==> src/rtl/nim_pkg.sv <==
// Shared types and helpers for the Nim board renderer.
// Holds board geometry, the column and colour types, the render FSM states
// and the stone-count to column-mask mapping.
package nim_pkg;

    localparam int NUM_PILES  = 4;
    localparam int MAX_STONES = 8;
    localparam int NUM_COLS   = 8;

    typedef logic [7:0] col_t;
    typedef logic [2:0] rgb_t;

    typedef enum logic [1:0] {
        IDLE,
        RENDER,
        SWAP
    } render_state_t;

    // Colour used for the selected pile while the blink phase is on.
    localparam rgb_t COLOR_SELECT = 3'b010;

    // Stones stack from the bottom row (LSB); counts of 8 or more fill the column.
    function automatic col_t stone_mask(input logic [3:0] count);
        if (count >= 4'(MAX_STONES)) begin
            return 8'hFF;
        end
        return (8'd1 << count[2:0]) - 8'd1;
    endfunction

endpackage

==> src/rtl/nim_column_gen.sv <==
// Combinational column generator: turns a stone count and an {r,g,b}
// colour into one column for each of the three colour planes.
module nim_column_gen
    import nim_pkg::*;
(
    input  logic [3:0] count,
    input  logic [2:0] colour,
    output logic [7:0] red,
    output logic [7:0] green,
    output logic [7:0] blue
);

    col_t mask;

    // Build the stone mask and gate it into each plane by its colour bit.
    always_comb begin
        mask  = stone_mask(count);
        red   = colour[2] ? mask : 8'h00;
        green = colour[1] ? mask : 8'h00;
        blue  = colour[0] ? mask : 8'h00;
    end

endmodule

==> src/rtl/nim_board_renderer.sv <==
// Nim board renderer: snapshots the game state, draws it one column per
// cycle into a back buffer, then swaps it into the registered front buffer.
// Also owns the blink timer that flashes the selected pile.
// Optional feature macro: NIM_WIN_FLASH_EN (whole-board flash on game over).
module nim_board_renderer
    import nim_pkg::*;
#(
    parameter int         BLINK_DIV     = 25_000_000,
    parameter logic [2:0] PILE_COLOR_P0 = 3'b100,
    parameter logic [2:0] PILE_COLOR_P1 = 3'b001
)
(
    input  logic            clk,
    input  logic            reset,
    input  logic [0:3][3:0] pile_count,
    input  logic            player,
    input  logic            sel_valid,
    input  logic [1:0]      sel_pile,
    input  logic            game_over,
    input  logic            update_req,
    output logic            busy,
    output logic            frame_done,
    output logic [0:7][7:0] image_red,
    output logic [0:7][7:0] image_green,
    output logic [0:7][7:0] image_blue
);

    localparam int BLINK_W = $clog2(BLINK_DIV);

    render_state_t state;
    render_state_t next_state;

    logic [BLINK_W-1:0] blink_cnt;
    logic               blink_phase;
    logic               blink_wrap;
    logic               new_request;
    logic               trigger;
    logic               pending;

    logic [0:3][3:0]    snap_count;
    logic               snap_player;
    logic               snap_sel_valid;
    logic [1:0]         snap_sel_pile;
    logic               snap_phase;
`ifdef NIM_WIN_FLASH_EN
    logic               snap_game_over;
`else
    logic               unused_game_over;
`endif

    logic [2:0]         col;
    logic [3:0]         render_count;
    logic [2:0]         render_colour;
    logic [7:0]         gen_red;
    logic [7:0]         gen_green;
    logic [7:0]         gen_blue;

    logic [0:7][7:0]    back_red;
    logic [0:7][7:0]    back_green;
    logic [0:7][7:0]    back_blue;

    assign blink_wrap  = (blink_cnt == BLINK_W'(BLINK_DIV - 1));
    assign new_request = update_req | blink_wrap;
    assign trigger     = new_request | pending;
    assign busy        = (state != IDLE);

`ifndef NIM_WIN_FLASH_EN
    // game_over only matters for the win flash; keep it visibly consumed.
    assign unused_game_over = game_over;
`endif

    // Blink timer: free-running half-period counter that flips the phase on wrap.
    always_ff @(posedge clk or posedge reset) begin
        if (reset) begin
            blink_cnt   <= '0;
            blink_phase <= 1'b0;
        end else if (blink_wrap) begin
            blink_cnt   <= '0;
            blink_phase <= ~blink_phase;
        end else begin
            blink_cnt   <= blink_cnt + 1'b1;
        end
    end

    // Render FSM state register.
    always_ff @(posedge clk or posedge reset) begin
        if (reset) begin
            state <= IDLE;
        end else begin
            state <= next_state;
        end
    end

    // Render FSM next-state: idle until triggered, eight column cycles, one swap.
    always_comb begin
        next_state = state;
        case (state)
            IDLE:    if (trigger) next_state = RENDER;
            RENDER:  if (col == 3'd7) next_state = SWAP;
            SWAP:    next_state = IDLE;
            default: next_state = IDLE;
        endcase
    end

    // Snapshot, column counter, pending flag and the post-swap frame_done pulse.
    always_ff @(posedge clk or posedge reset) begin
        if (reset) begin
            snap_count     <= '0;
            snap_player    <= 1'b0;
            snap_sel_valid <= 1'b0;
            snap_sel_pile  <= 2'd0;
            snap_phase     <= 1'b0;
`ifdef NIM_WIN_FLASH_EN
            snap_game_over <= 1'b0;
`endif
            col            <= 3'd0;
            pending        <= 1'b0;
            frame_done     <= 1'b0;
        end else begin
            frame_done <= (state == SWAP);
            case (state)
                IDLE: begin
                    if (trigger) begin
                        snap_count     <= pile_count;
                        snap_player    <= player;
                        snap_sel_valid <= sel_valid;
                        snap_sel_pile  <= sel_pile;
                        // Capture the phase the timer is moving to on this edge.
                        snap_phase     <= blink_phase ^ blink_wrap;
`ifdef NIM_WIN_FLASH_EN
                        snap_game_over <= game_over;
`endif
                        col            <= 3'd0;
                        pending        <= 1'b0;
                    end
                end
                RENDER: begin
                    col <= col + 3'd1;
                    if (new_request) pending <= 1'b1;
                end
                SWAP: begin
                    if (new_request) pending <= 1'b1;
                end
                default: begin
                    col <= 3'd0;
                end
            endcase
        end
    end

    // Pick the stone count and colour for the column being drawn this cycle.
    always_comb begin
        render_count  = snap_count[col[2:1]];
        render_colour = snap_player ? PILE_COLOR_P1 : PILE_COLOR_P0;
        if (snap_sel_valid && (snap_sel_pile == col[2:1]) && snap_phase) begin
            render_colour = COLOR_SELECT;
        end
`ifdef NIM_WIN_FLASH_EN
        if (snap_game_over) begin
            render_count  = snap_phase ? 4'd8 : 4'd0;
            render_colour = snap_player ? PILE_COLOR_P1 : PILE_COLOR_P0;
        end
`endif
    end

    nim_column_gen u_column_gen (
        .count  (render_count),
        .colour (render_colour),
        .red    (gen_red),
        .green  (gen_green),
        .blue   (gen_blue)
    );

    // Back buffer: one column written per RENDER cycle.
    always_ff @(posedge clk or posedge reset) begin
        if (reset) begin
            back_red   <= '0;
            back_green <= '0;
            back_blue  <= '0;
        end else if (state == RENDER) begin
            back_red[col]   <= gen_red;
            back_green[col] <= gen_green;
            back_blue[col]  <= gen_blue;
        end
    end

    // Front buffer: whole frame copied in the single SWAP cycle.
    always_ff @(posedge clk or posedge reset) begin
        if (reset) begin
            image_red   <= '0;
            image_green <= '0;
            image_blue  <= '0;
        end else if (state == SWAP) begin
            image_red   <= back_red;
            image_green <= back_green;
            image_blue  <= back_blue;
        end
    end

endmodule

==> config.mk <==
export PLATFORM = sky130hd
export DESIGN_NAME = nim_board_renderer
export DESIGN_NICKNAME = d
export VERILOG_FILES = /design/src/rtl/nim_pkg.sv /design/src/rtl/nim_column_gen.sv /design/src/rtl/nim_board_renderer.sv
export SDC_FILE = /design/constraint.sdc
export NUM_CORES = 1
export LEC_CHECK = 0
export ABC_AREA = 1
export CAP_MARGIN = 20
export CORE_ASPECT_RATIO = 0.5
export CORE_MARGIN = 10
export CORE_UTILIZATION = 35
export DETAILED_ROUTE_END_ITERATION = 8
export HOLD_SLACK_MARGIN = 0.08
export PLACE_DENSITY_LB_ADDON = 0.15
export SYNTH_ARGS = -nofsm -noshare
export SYNTH_HDL_FRONTEND = slang
export SYNTH_SLANG_ARGS = --single-unit
export TNS_END_PERCENT = 20
==> constraint.sdc <==
create_clock -name clk -period 29.3 [get_ports clk]
set_input_delay 5.86 -clock clk [delete_from_list [all_inputs] [get_ports clk]]
set_output_delay 5.86 -clock clk [all_outputs]
set_load 0.01 [all_outputs]
==> flow_metrics.tcl, run 1 <==
set metrics [dict create \
    outcome "finished clean" \
    grt_pass1_vias 13000 \
    wirelength_um 49500 \
    cts_setup_buffers 0 \
    ys_seq_elements 438 \
    worst_slew_pin_slew_ns 1.06 \
    die_h_um 177 \
    endpoint_kind "primary output" \
    synth_fp_nets 1988 \
    synth_top_area_cell "dfrtp_1" \
    cts-htree-levels 2 \
    ys.flop_type "dfrtp_1" \
    setup_viol 0 \
    place_congestion 0.785 \
    critPathBufInv 3 \
    grt_max_degree 168 \
    synth_area_um2 17300 \
    final_nets 2166 \
    root_buffer "clkbuf_16" \
    areaGrowthSynthToFinish_pct 25.1 \
    critPathTopFamily "buffers and inverters" \
    core_um2 48700 \
    grt.total_usage_pct 16.7 \
    drtIter0Drc 1104 \
    insertion_delay_ns 0.55 \
    cp-start-kind "flop" \
    synthTopCellsByArea "dfrtp_1 (63%), nand2_1 (21%), o21ai_0 (3.7%), nand3_1 (3.6%), clkbuf_1 (1.6%)" \
    ant_nets 0 \
    clock_skew_ns 0.0179 \
    synth_warnings 0 \
    viasPerCell 4.66 \
    drt-met1-wl_um 22500 \
    cts_max_path_buffers 3 \
    crit_cells 4 \
    wl_met2_um 24100 \
    yosysMostFrequentCell "nand2_1" \
    cp_common_cell "inv_1" \
    irDropWorstVdd_uv 77.3 \
    drc 0 \
    grt-ovfl-total 0 \
    vias 13100 \
    cts_tree "yes" \
    dp.cells 2737 \
    synth_cells 1956 \
    cp_slowest_cell "clkdlybuf4s50_1" \
    powerDensity_nw_per_um2 104 \
    synth_enable_flop_cells 0 \
    hpwl_um 30400 \
    postCtsResizedCells 0 \
    wl_per_cell_um 17.5 \
    worstSetupPathType "flop to primary output" \
    syn_avg_cell_area_um2 8.85 \
    dieArea_um2 59300 \
    numCtsBuffers 42 \
    drv_slew 0 \
    fillers 4865 \
    crit_arrival_ns 1.94 \
    period_share_pct 26.6 \
    reg2reg_depth 8 \
    hold_class "flop to flop" \
    fin_setup_tns_ns 0 \
    rsz0062_at_grt "no" \
    path_cells "inv_1 -> ha_1 -> inv_1 -> clkdlybuf4s50_1" \
    cp_max_fo 3 \
    maxSlewHeadroom_pct 29.6 \
    async_flop_share_pct 100 \
    pin_count 218 \
    met3_wirelength_um 2090 \
    layout.cells.non_filler 2819 \
    grt_antenna_before_repair 2 \
    start_util_pct 35.5 \
    grt_pass1_wl_um 78200 \
    die_x_um 335 \
    clock-sinks 438 \
    cpPeakStageDelay_ns 0.55 \
    dr.pass1.iters 6 \
    clk_transition_reported_paths_ns 0.07 \
    netlist.area_leader.share_pct 63.3 \
    top_layer_used "met4" \
    required_ns 23.44 \
    fmax_mhz 128 \
    hold_buffers 0 \
    min_path_cells 2 \
    synthTopCellsByCount "nand2_1 (969), dfrtp_1 (438), o21ai_0 (129)" \
    fin_crit_ns 7.80 \
    rows 57 \
    ys_types 30 \
    p_leak_nw 10.9 \
    cap_violations 0 \
    drive_gt1_share_pct 5.08 \
    hold_violations 0 \
    portBuffers 216 \
    synth-seq-area-share_pct 63.3 \
]
==> per-layer routing <==
layer | vias to the layer above | track usage, %
li1 | 6483 | -
met3 | 59 | 2.91
met5 | - | 0
met1 | 6410 | 22.4
met4 | 0 | 3.45
met2 | 185 | 28.1
==> registers in the layout, summed over array words and instances, names as in the netlist, 3 cells and up <==
name / count
blink_cnt: 25
back_blue: 64
back_green: 64
image_green: 64
back_red: 64
image_blue: 64
col: 3
snap_count: 16
image_red: 64
==> kinds of logic after synthesis <==
family | share of synthesized area [%]
flip-flops | 63.3
AND/OR/NAND/NOR | 27.3
AO/OA/AOI/OAI | 4.16
adder cells (fa/ha/maj) | 0.578
buffers and inverters | 3.82
XOR/XNOR | 0.809
==> worst paths after layout <==
| path | start | end | slack [ns] |
|---|---|---|---|
| max in group asynchronous | reset | image_red[42]$_DFFE_PP0P_ | 21.82 |
| max | state[1]$_DFFE_PP0P_ | busy | 21.50 |
| min | image_blue[21]$_DFFE_PP0P_ | image_blue[21]$_DFFE_PP0P_ | 0.47 |
| min reg2reg | image_blue[21]$_DFFE_PP0P_ | image_blue[21]$_DFFE_PP0P_ | 0.47 |
| min in group asynchronous | reset | image_blue[62]$_DFFE_PP0P_ | 5.91 |
| max reg2reg | col[2]$_DFFE_PP0P_ | back_blue[43]$_DFFE_PP0P_ | 26.05 |
==> cell type report <==
class | instances | area (µm²) | share of cell area (%)
clock inverters | 18 | 335 | 1.55
diodes | 4 | 10.0 | 0.0462
well taps | 649 | 812 | 3.75
multi-input cells | 1353 | 5720 | 26.4
clock buffers | 58 | 1220 | 5.64
repair buffers | 232 | 2330 | 10.8
flip-flops and latches | 438 | 11000 | 50.6
inverters | 67 | 264 | 1.22
==> power breakdown <==
group / internal (mW) / total (mW) / switching [mW]
sequential: 0.788 / 0.900 / 0.112
clock: 0.373 / 0.617 / 0.244
combinational: 0.266 / 0.728 / 0.462
total: 1.43 / 2.25 / 0.818
==> per-stage QoR <==
stage	instance area (µm²)	hold slack [ns]	total power, mW	setup WS (ns)	util (%)
floorplan	17300	0.445	1.26	11.24	-
global placement	20000	0.455	1.64	21.13	41.1
detailed placement	20000	0.457	1.65	21.12	41.1
CTS	21600	0.473	2.28	21.45	44.3
global route	21700	0.489	2.40	21.41	44.4
finish	21700	0.468	2.25	21.50	44.5
==> cells in the final DEF (no fill, tap or decap), types with 12 or more instances in the layout <==
cell type / Yosys / routed
clkdlybuf4s50_1: 0 / 216
clkbuf_16: 0 / 43
inv_1: 63 / 62
nand3_1: 123 / 123
o21ai_0: 129 / 129
buf_4: 7 / 13
dfrtp_1: 438 / 438
nor2_1: 51 / 51
nand2_1: 969 / 969
nor3_1: 12 / 12
==> worst min-delay path, cell delays in order (launching register included) <==
cell,delay [ns]
dfrtp_1,0.34
nand2_1,0.05
nand2_1,0.04
Note: power is estimated with default switching activity, not from simulation.
==> run 2, diff against run 1 <==
==> constraint.sdc (replaced) <==
create_clock -name clk -period 6.8 [get_ports clk]
set_input_delay 1.36 -clock clk [delete_from_list [all_inputs] [get_ports clk]]
set_output_delay 1.36 -clock clk [all_outputs]
set_load 0.01 [all_outputs]
==> run 2 against run 1 <==
Effect of this change:
- clock skew is 0.0052 ns lower
- via count hardly changed
- final area is 0.14% lower
- power grew to 4.2 times the previous value
- highest routed layer unchanged
- setup slack worse by 18 ns
- core utilization is 0.062 points lower
- critical path depth stayed put
==> flow_metrics.tcl, run 2 (synthesis gave the netlist of run 1 again) <==
set metrics [dict create \
    grt_pass1_vias 13000 \
    worstSetupPathType "flop to primary output" \
    die_x_um 335 \
    fin_setup_tns_ns 0 \
    cpPeakStageDelay_ns 0.55 \
    wirelength_um 49300 \
    cp_slowest_cell "clkdlybuf4s50_1" \
    wl_per_cell_um 17.5 \
    insertion_delay_ns 0.54 \
    cts_tree "yes" \
    die_h_um 177 \
    grt-ovfl-total 0 \
    outcome "finished clean" \
    grt.met3_usage_pct 2.66 \
    postCtsResizedCells 0 \
    powerDensity_nw_per_um2 433 \
    busiest_layer "met2" \
    drc 0 \
    final_cell_mix "nand2_1 (969), dfrtp_1 (438), clkdlybuf4s50_1 (216)" \
    utilization_pct 44.4 \
    finalPower_mw 9.37 \
    cts-htree-levels 2 \
    rows 57 \
    path_cells "inv_1 -> ha_1 -> inv_1 -> clkdlybuf4s50_1" \
    core_um2 48700 \
    final_nets 2172 \
    root_buffer "clkbuf_16" \
    grt_use_met2_pct 28.3 \
    fillers 4881 \
    period_share_pct 48.2 \
    power_frac_clock_pct 25.1 \
    maxSlewHeadroom_pct 32.3 \
    drtIter0Drc 888 \
    irDropWorstVdd_uv 297 \
    ant_nets 0 \
    cp_max_fo 3 \
    crit_arrival_ns 1.92 \
    areaGrowthSynthToFinish_pct 24.9 \
    cts_max_path_buffers 3 \
    placed_cell_area_um2 20100 \
    worst_slew_pin_slew_ns 1.01 \
    grt_antenna_before_repair 1 \
    reg2reg_depth 8 \
    holdCritStartpoint "back_red[39]$_DFFE_PP0P_" \
    globalRouteMet1Util_pct 21.9 \
    rsz0062_at_grt "no" \
    cp_common_cell "inv_1" \
    place_congestion 0.782 \
    hold_class "flop to flop" \
    clk_transition_reported_paths_ns 0.07 \
    swShare_pct 37.0 \
    grt_max_degree 147 \
    power_frac_seq_pct 41.4 \
    p_leak_nw 10.9 \
    dr.pass1.iters 5 \
    setup_viol 0 \
    cap_violations 0 \
    fin_crit_ns 3.28 \
    clock_skew_ns 0.0127 \
    design_area_um2 21600 \
    p_int_mw 5.90 \
    fmax_mhz 305 \
    grt.total_usage_pct 16.6 \
    drv_slew 0 \
    drive_gt1_share_pct 5.20 \
    rrSetupSlack_ns 3.64 \
    rr_endpoint "back_blue[37]$_DFFE_PP0P_" \
    required_ns 5.44 \
    start_util_pct 35.5 \
    final_common_cell "nand2_1" \
    hpwl_um 30600 \
    cp-start-kind "flop" \
    cts_setup_buffers 0 \
    p_comb_share_pct 33.4 \
    p_sw_mw 3.47 \
    hold_buffers 0 \
    regToRegStartpoint "col[2]$_DFFE_PP0P_" \
    endpoint_kind "primary output" \
    vias 13100 \
    clock-sinks 438 \
    viasPerCell 4.65 \
    hold_violations 0 \
    portBuffers 216 \
    dieArea_um2 59300 \
    holdPathEnd "image_red[39]$_DFFE_PP0P_" \
    min_path_cells 2 \
    pin_count 218 \
    grt_pass1_wl_um 78000 \
    numCtsBuffers 42 \
]
-- run 2: changes by cell type in the layout (fill, tap and decap cells not counted), moves of 3 or more --
cell       previous run  this run
diode_2               4         1
bufinv_16             9         1
buf_16                2         5
clkbuf_1              6        10
clkinv_2              3         9
clkbuf_8              9        12
buf_12                1         6
-- run 2: metal layers --
metal	wire [µm]	vias up
met2	24400	196
met4	955	0
li1	-	6489
met3	1750	60
met1	22200	6380
met5	0	-
-- run 2: layout make-up --
cell class,instances,area (µm²),share of cell area [%]
Multi-Input combinational cell,1353,5720,26.5
Clock buffer,65,1280,5.91
Sequential cell,438,11000,50.7
Tap cell,649,812,3.75
Timing Repair Buffer,238,2500,11.6
Clock inverter,12,92.6,0.428
Antenna cell,1,2.50,0.0116
Inverter,67,260,1.20
-- run 2: critical path: cells and delay by family (launching register included) --
| family | cells | cell delay [ns] |
|---|---|---|
| buffers and inverters | 3 | 0.75 |
| DFF | 1 | 0.40 |
| adders and majority gates | 1 | 0.23 |
-- run 2: worst max path at each step --
stage,start,endpoint,slack [ns],cells after the start
6_report,state[1]$_DFFE_PP0P_,busy,3.52,4
5_1_grt,col[1]$_DFFE_PP0P_,back_blue[18]$_DFFE_PP0P_,3.34,12
3_5_place_dp,col[2]$_DFFE_PP0P_,back_red[11]$_DFFE_PP0P_,3.18,7
4_1_cts,col[2]$_DFFE_PP0P_,back_red[11]$_DFFE_PP0P_,3.16,7
3_3_place_gp,col[2]$_DFFE_PP0P_,back_red[35]$_DFFE_PP0P_,3.27,7
2_1_floorplan,reset,back_blue[0]$_DFFE_PP0P_,-0.48,1
-- run 2: metrics by stage --
step / instances / worst slack, ns / hold slack [ns]
finish: 2823 / 3.52 / 0.467
global route: 2822 / 3.34 / 0.483
CTS: 2814 / 3.16 / 0.470
detailed placement: 2737 / 3.18 / 0.457
global placement: 2737 / 3.27 / 0.455
floorplan: 1956 / -0.477 / 0.445
-- run 2: power groups by stage --
stage,combinational [mW],clock (mW),sequential [mW]
floorplan,1.47,0,3.97
global placement,3.12,0,3.93
detailed placement,3.15,0,3.94
CTS,3.16,2.42,3.90
global route,3.48,2.53,3.99
finish,3.13,2.35,3.88
==> run 3, diff against run 2 <==
==> constraint.sdc (replaced) <==
create_clock -name clk -period 2.7 [get_ports clk]
set_input_delay 0.54 -clock clk [delete_from_list [all_inputs] [get_ports clk]]
set_output_delay 0.54 -clock clk [all_outputs]
set_load 0.01 [all_outputs]
==> run 3 against run 2 <==
Effect of this change:
- via count is 1.5% higher
- critical path depth is the same
- die area unchanged
- worst hold slack lost 0.11 ns
- global-route usage increased by 0.30 points
- routed wire length increased by 1.8%
- largest cell class unchanged
- largest power group unchanged
==> flow_metrics.tcl, run 3 (synthesis gave the netlist of run 1 again) <==
set metrics [dict create \
    drive_gt1_share_pct 6.38 \
    final_cell_mix "nand2_1 (966), dfrtp_1 (438), clkdlybuf4s50_1 (216)" \
    rsz0062_at_grt "no" \
    cp_common_cell "inv_1" \
    cpPeakStageDelay_ns 0.55 \
    pre_cts_slack_ns 0.112 \
    placed_cell_area_um2 20600 \
    pin_count 218 \
    cts-htree-levels 2 \
    grt_pass1_vias 13300 \
    cp_slowest_cell "clkdlybuf4s50_1" \
    irDropWorstVdd_uv 671 \
    finalPower_mw 23.9 \
    start_util_pct 35.5 \
    core_um2 48700 \
    rows 57 \
    rr_endpoint "back_red[35]$_DFFE_PP0P_" \
    design_area_um2 21900 \
    viasPerCell 4.68 \
    final_common_cell "nand2_1" \
    die_x_um 335 \
    grt-ovfl-total 0 \
    cap_violations 0 \
    fmax_mhz 403 \
    worst_slew_pin_slew_ns 1.05 \
    reg2reg_depth 9 \
    powerDensity_nw_per_um2 1090 \
    clk_transition_reported_paths_ns 0.06 \
    drt-met1-wl_um 22700 \
    drtIter0Drc 1151 \
    wl_per_cell_um 17.6 \
    final_nets 2202 \
    drc 0 \
    insertion_delay_ns 0.54 \
    clock_skew_ns 0.0136 \
    fin_setup_tns_ns 0 \
    cts_tree "yes" \
    dieArea_um2 59300 \
    setup_viol 0 \
    grt.total_usage_pct 16.9 \
    drv_slew 0 \
    rrSetupSlack_ns 0.24 \
    areaGrowthSynthToFinish_pct 26.4 \
    layout.cells.non_filler 2846 \
    fin_crit_ns 2.48 \
    numCtsBuffers 42 \
    critPathTopFamily "buffers and inverters" \
    worstSetupPathType "flop to primary output" \
    portBuffers 216 \
    grt_pass1_wl_um 79100 \
    place_congestion 0.782 \
    ant_nets 0 \
    hpwl_um 32800 \
    dp.cells 2775 \
    die_h_um 177 \
    cp_max_fo 3 \
    required_ns 2.16 \
    maxSlewHeadroom_pct 29.8 \
    whs_ns 0.354 \
    hold_violations 0 \
    p_leak_nw 11.0 \
    timing.final.ws_setup_ns 0.219 \
    period_share_pct 91.9 \
    root_buffer "clkbuf_16" \
    endpoint_kind "primary output" \
    outcome "finished clean" \
    wl_met2_um 24900 \
    critPathBufInv 3 \
    dr.pass1.iters 5 \
    cp-start-kind "flop" \
    wirelength_um 50200 \
    met3_wirelength_um 1990 \
    utilization_pct 44.9 \
    regToRegStartpoint "col[1]$_DFFE_PP0P_" \
    cts_max_path_buffers 3 \
    vias 13300 \
    grt_antenna_before_repair 0 \
    clock-sinks 438 \
    path_cells "inv_1 -> ha_1 -> inv_1 -> clkdlybuf4s50_1" \
    crit_arrival_ns 1.94 \
    top_layer_used "met4" \
    grt_max_degree 104 \
    hold_class "input pin to async pin" \
]
## run 3: cell count changes in the layout (fill, tap and decap cells not counted)
| cell | before | now |
|---|---|---|
| clkbuf_8 | 12 | 9 |
| buf_16 | 5 | 0 |
| clkbuf_1 | 10 | 9 |
| buf_6 | 0 | 1 |
| nand2_2 | 3 | 6 |
| clkinv_2 | 9 | 5 |
| clkinv_4 | 1 | 2 |
| buf_4 | 11 | 31 |
| buf_12 | 6 | 20 |
| nand2_1 | 969 | 966 |
## run 3: power breakdown
group	internal (mW)	switching, mW
Clock	3.26	2.53
Sequential	8.56	1.24
Combinational	3.31	5.05
Total	15.1	8.82
## run 3: worst max path at each step
stage	slack, ns	startpoint	end	cells past startpoint
floorplan	-3.76	reset	back_blue[0]$_DFFE_PP0P_	1
global placement	0.18	col[1]$_DFFE_PP0P_	back_green[33]$_DFFE_PP0P_	11
detailed placement	0.11	col[1]$_DFFE_PP0P_	back_green[57]$_DFFE_PP0P_	11
CTS	0.08	col[1]$_DFFE_PP0P_	back_green[57]$_DFFE_PP0P_	11
global route	0.03	col[1]$_DFFE_PP0P_	back_blue[33]$_DFFE_PP0P_	11
finish	0.22	state[1]$_DFFE_PP0P_	busy	4
## run 3: cell type report
| cell class | count | area, µm² |
|---|---|---|
| fillers | 4800 | 26800 |
| flip-flops and latches | 438 | 11000 |
| multi-input cells | 1353 | 5730 |
| repair buffers | 268 | 2810 |
| clock buffers | 61 | 1230 |
| well taps | 649 | 812 |
| inverters | 67 | 260 |
| clock inverters | 9 | 81.3 |
| diodes | 1 | 2.50 |
## run 3: repair_timing
| action | 4_1_cts | 5_1_grt |
|---|---|---|
| gates resized for setup | 0 | 4 |
| setup buffers | 0 | 0 |
| hold buffers | 0 | 0 |
| endpoints found under the setup margin | 0 | 27 |
## run 3: per-layer routing
metal  GRT usage [%]  vias up
li1                -     6539
met1            22.5     6523
met2            28.9      210
met3            2.81       48
met4            3.13        0
met5               0        -
